## config.mk

```make
export PLATFORM = sky130hd
export DESIGN_NAME = h_sum
export DESIGN_NICKNAME = d
export VERILOG_FILES = /design/src/rtl/h_sum.sv
export SDC_FILE = /design/constraint.sdc
export NUM_CORES = 1
export LEC_CHECK = 0
export BUFFER_PORTS_ARGS = -buffer_cell sky130_fd_sc_hd__buf_2
export CAP_MARGIN = 20
export CELL_PAD_IN_SITES_DETAIL_PLACEMENT = 0
export CELL_PAD_IN_SITES_GLOBAL_PLACEMENT = 1
export CORE_MARGIN = 10
export CORE_UTILIZATION = 44
export CTS_CLUSTER_DIAMETER = 120
export DETAILED_ROUTE_END_ITERATION = 7
export PLACE_DENSITY = 0.81
export REMOVE_ABC_BUFFERS = 1
export SETUP_SLACK_MARGIN = 0.2
export SLEW_MARGIN = 25
export SYNTH_ARGS = -nofsm -noshare
export SYNTH_HDL_FRONTEND = slang
export SYNTH_SLANG_ARGS = --single-unit
```

## constraint.sdc

```tcl
create_clock -name clk -period 4.65 [get_ports clk]
set_clock_uncertainty 0.1 [all_clocks]
set_input_delay 0.2325 -clock clk [delete_from_list [all_inputs] [get_ports clk]]
set_output_delay 0.2325 -clock clk [all_outputs]
set_load 0.02 [all_outputs]
```

## src/rtl/h_sum.sv

```systemverilog
// One-bit half adder with a zero-latency combinational path, plus a clocked
// observation stage (registered s/c and saturating activity counters).
module h_sum #(
  parameter int CNT_W = 16
) (
  input  logic             clk,
  input  logic             rst_n,
  input  logic             a,
  input  logic             b,
  output logic             s,
  output logic             c,
  input  logic             en,
  input  logic             clr,
  output logic             s_q,
  output logic             c_q,
  output logic [CNT_W-1:0] sum_cnt,
  output logic [CNT_W-1:0] carry_cnt,
  output logic             sum_sat,
  output logic             carry_sat
);

  localparam logic [CNT_W-1:0] CNT_MAX = '1;
  localparam logic [CNT_W-1:0] CNT_ONE = {{(CNT_W-1){1'b0}}, 1'b1};

  // Adder path stays purely combinational so chained full adders see no clock or reset.
  assign s = a ^ b;
  assign c = a & b;

  always_ff @(posedge clk or negedge rst_n) begin
    if (!rst_n) begin
      s_q <= 1'b0;
      c_q <= 1'b0;
    end else if (en) begin
      s_q <= s;
      c_q <= c;
    end
  end

  // Counters stop at all-ones; the sticky flag rises on the edge that reaches it.
  always_ff @(posedge clk or negedge rst_n) begin
    if (!rst_n) begin
      sum_cnt   <= '0;
      carry_cnt <= '0;
      sum_sat   <= 1'b0;
      carry_sat <= 1'b0;
    end else if (clr) begin
      sum_cnt   <= '0;
      carry_cnt <= '0;
      sum_sat   <= 1'b0;
      carry_sat <= 1'b0;
    end else if (en) begin
      if (s && (sum_cnt != CNT_MAX)) begin
        sum_cnt <= sum_cnt + CNT_ONE;
        if (sum_cnt == (CNT_MAX - CNT_ONE)) sum_sat <= 1'b1;
      end
      if (c && (carry_cnt != CNT_MAX)) begin
        carry_cnt <= carry_cnt + CNT_ONE;
        if (carry_cnt == (CNT_MAX - CNT_ONE)) carry_sat <= 1'b1;
      end
    end
  end

endmodule

```

-- Word level (Yosys, flattened, before mapping)
Cells that the tools add are included.
- register bits: 36
- latch bits: 0
- RAM bits: 0
- bits in read-only memories: 0
- input port bits: 6
- output and inout port bits: 38
- logic and storage cells: 39
- memories: 0
- add/subtract/negate cells: 2
- multipliers: 0
- div/mod/pow operators: 0
- order comparisons: 0
- equality and inequality tests: 4
- shift operators: 0
- mux-type cells: 14
- bitwise logic cells: 2
- reductions and logical operators: 11
- operators by type and width (kind ; number):
    two-way mux 16 bit ; 6
    adder 16 x 1 -> 16 bit (second input constant) ; 2
    == test 16 bit (second input constant) ; 2
    != test 16 bit (second input constant) ; 2
    nonzero test 2 bit ; 5
    two-way mux 1 bit ; 8
    AND reduction 3 bit ; 2
    AND reduction 2 bit ; 2
    logical AND 1 bit ; 2
    AND 1 bit ; 1
    XOR 1 bit ; 1

-- Depth between registers and ports, before layout
- depth after elaboration: 5
- gate-level depth with buffers: 6
- mapped depth without buffers: 6

-- Worst setup path after synthesis
No wires, ideal clock.
- path type: register to register
- from: register sum_cnt[1]
- to: register sum_cnt[3]
- library setup time: 0.125 ns
- arrival time: 1.851 ns
- data required time: 4.425 ns
- setup slack: 2.574 ns
- cell stages (with the launch flop): 6
- path buffers: 0
- clock period less this slack: 2.076 ns
- path through: dfrtp_1 -> ha_1 -> nand4_1 -> nor4_1 -> nor4b_1 -> mux2_2
- cells in the longest elaborated chain, start to end: 4
- elaborated cells on any way between the ends: 8
- those cells by class: 1 x add/sub; 1 x eq/ne; 3 x mux; 3 x reduce/logical
- ends and longest elaborated chain (element ; RTL line ; text):
    start, declared ; 16 ; output logic [CNT_W-1:0] sum_cnt,
    start signal, assigned ; 53 ; sum_cnt <= sum_cnt + CNT_ONE;
    adder 16 x 1 -> 16 bit / != test 16 bit (equally long branches) ; 53, 52 ;
    two-way mux 16 bit / logical AND 1 bit (equally long branches) ; 52 ; if (s && (sum_cnt != CNT_MAX)) begin
    two-way mux 16 bit / nonzero test 2 bit (equally long branches) ; - ;
    two-way mux 16 bit / AND reduction 2 bit (equally long branches) ; - ;
Parallel ways exist; a longest one is shown, timed or not. The select of a mux whose other input is x is not followed.
A chain may end at the register's enable or synchronous reset.

-- Final worst setup path
- from: register sum_cnt[1]
- to: register sum_cnt[4]
The elaborated chain is that of the path after synthesis.

==> results.toml <==
[run_status]
status = "finished, final reports clean"

[global_route]
antenna_found_initial = 0
grt_overflow = 0
grt_use_total = 0.142
grt_pass1_vias = 1830
grt_max_degree = 40
grt_pass1_wl_mm = 9.01

[cts]
clock_latency_ns = 0.29
holdBufCountCts = 1
cts_buffer_depth = 2
post_cts_buffers = 0
clock_sinks = 36
cts_root_buf = "clkbuf_8"
cts_tree = "yes"
h-tree-depth = 2
cts_made_buffers = 5
cts_repair_resize_count = 0
clkSlewWorstSetupHoldPaths_ns = 0.07

[setup_path]
end_kind = "register"
cp_num_buf_inv = 0
r2r.worst_path.cells = 5
crit_family = "simple AND/OR/NAND/NOR gates"
reg2reg_to = "sum_cnt[4]$_DFFE_PN0P_"
arrival_ns = 2.41
slowest_delay_ns = 0.83
slowest_stage = "nor4_1"
path_depth = 5
critPathLaunchType = "register"
worstSetupPathType = "reg2reg"
r2r_slack_ns = 2.32
path_cells = "ha_1, nand4_1, nor4_1, nor2_1, a311oi_1"
r2r-start = "sum_cnt[1]$_DFFE_PN0P_"
required_ns = 4.73
crit_fanout = 7
setup.worst_path.start = "sum_cnt[1]$_DFFE_PN0P_"
crit_end = "sum_cnt[4]$_DFFE_PN0P_"

[power_and_ir_drop]
power_density_nw_per_um2 = 248
ir_drop_v = 0.000153
leakagePower_nw = 1.12

[drt]
drc = 0
wl_per_cell_um = 17.0
ant_nets = 0
wl_mm = 5.29
num_vias = 1875
drt_iter0_markers = 75
avgViaCountPerCell = 6.03
drt-pass1-iter-count = 4

[sta]
hold_violations = 0
rsz0062_at_grt = "no"
slew_headroom = 0.333
finalCritPeriodShare = 0.501
worst_pin_slew_ns = 0.991
setup_viol = 0
drv_slew = 0
post-route-min-period_ns = 2.33
fmaxAchievable_ghz = 0.429
whs_ns = 0.121
worst_slack_ns = 2.32
setup_tns_ns = 0

[yosys]
synth_area_um2 = 2090
synth_top_area_cell = "dfrtp_1"
avgSynthCellArea_um2 = 9.66
synth_edf_count = 0
synthArstFlopShare = 1.00
synthFlopType = "dfrtp_1"
ys_ff_latch = 36
synthDominantCellAreaShare = 0.432
synth.area.top_cells = "dfrtp_1 (43%), mux2_2 (4.9%), a21oi_1 (4.1%)"
yosysSeqAreaShare = 0.432
synth_cell_type_count = 47
syn_inst = 216
yosys_warnings = 0

[die]
rows = 24
die_area_um2 = 7900
core_region_area_um2 = 4470
ioPinCount = 44
start_util = 0.466
fp.dieW_um = 88.9
die_y_um = 88.9

[layout]
antenna_cells = 0
nNetsFinal = 269
stdcell_area_um2 = 2430
final_layout_size_suffix_gt1_frac = 0.259
stdcell_count = 311
area_delta_synth_final_pct = 16.3

[place]
numPortBuffers = 43
dp_cells = 302
place_worst_setup_slack_ns = 2.36
gp_congestion = 0.799
post_dp_cell_area_um2 = 2320
dpl.hpwl_mm = 3.69

[run]
maxCapViolCount = 0

[hold_path]
holdCritStartpoint = "en"
hp-class = "in2reg"
[where the power goes]
group	leakage [nW]	switching, mW	internal [mW]
Combinational	0.580	0.0326	0.0131
Sequential	0.499	0.00410	0.317
Clock	0.0455	0.114	0.121
Total	1.12	0.151	0.451
[cells in the final DEF, fill, tap and decap left out, types with 5 or more instances in the layout]
cell,n
a21oi_1,17
buf_2,43
clkbuf_8,6
dfrtp_1,36
ha_1,5
inv_1,7
mux2_2,9
nand2_1,11
nand3_1,15
nand4_1,7
nor2_1,15
nor2b_1,8
nor3_1,5
nor4_1,6
o21ai_0,6
o31ai_1,7
or4_1,7
[worst register-to-register path, stage by stage, from the launching register on]
cell and delay (ns):
dfrtp_1 0.46, ha_1 0.24, nand4_1 0.12, nor4_1 0.83
nor2_1 0.16, a311oi_1 0.32
[worst min-delay path by stage]
stage,depth (start not counted),to,slack (ns)
after floorplan,0,c_q$_DFFE_PN0P_,-0.16
after global placement,1,carry_cnt[7]$_DFFE_PN0P_,0.27
after detailed placement,1,carry_cnt[7]$_DFFE_PN0P_,0.28
after CTS,2,s_q$_DFFE_PN0P_,0.12
after global routing,2,s_q$_DFFE_PN0P_,0.14
final,2,s_q$_DFFE_PN0P_,0.12
[metal layers]
| metal | routed length [um] | vias to the layer above | track usage | share of wire |
|---|---|---|---|---|
| met1 | 2500 | 904 | 0.183 | 0.47 |
| li1 | - | 912 | - | - |
| met5 | 0 | - | 0 | 0 |
| met3 | 345 | 5 | 0.0404 | 0.065 |
| met2 | 2400 | 54 | 0.223 | 0.45 |
| met4 | 38 | 0 | 0.0426 | 0.0072 |
[synthesized netlist by cell type (all sizes together) (5+ instances only)]
cell type	instances
dfrtp	36
a21oi	17
nand3	16
nor2	15
nand2	11
mux2	9
nand4	9
nor2b	8
or4	8
inv	7
nor4	7
o31ai	7
o21ai	6
and3	5
clkbuf	5
ha	5
nor3	5
or3	5
[layout make-up]
type | count | area, um2
tap | 52 | 65.1
inverter | 7 | 26.3
timing repair buffer | 44 | 225
sequential | 36 | 901
clock buffer | 8 | 90.1
multi-input combinational | 164 | 1120
fill | 442 | 2050
[per-stage QoR]
| step | power (mW) | util |
|---|---|---|
| after detailed placement | 0.373 | 0.518 |
| after global routing | 0.624 | 0.543 |
| after CTS | 0.605 | 0.540 |
| final | 0.601 | 0.543 |
| after floorplan | 0.349 | - |
| after global placement | 0.372 | 0.518 |
[registers in the layout, summed over array words and instances, names as in the netlist]
signal,cells
s_q,1
sum_sat,1
c_q,1
sum_cnt,16
carry_sat,1
carry_cnt,16
[cell families after synthesis]
group,after synthesis,share of synthesized area
fa+ha+maj,5,0.0300
mux,9,0.0486
buf+inv,16,0.0372
flops,36,0.432
xor+xnor,1,0.00420
simple gates,102,0.296
compound gates,47,0.152
(Power assumes the default switching activity.)
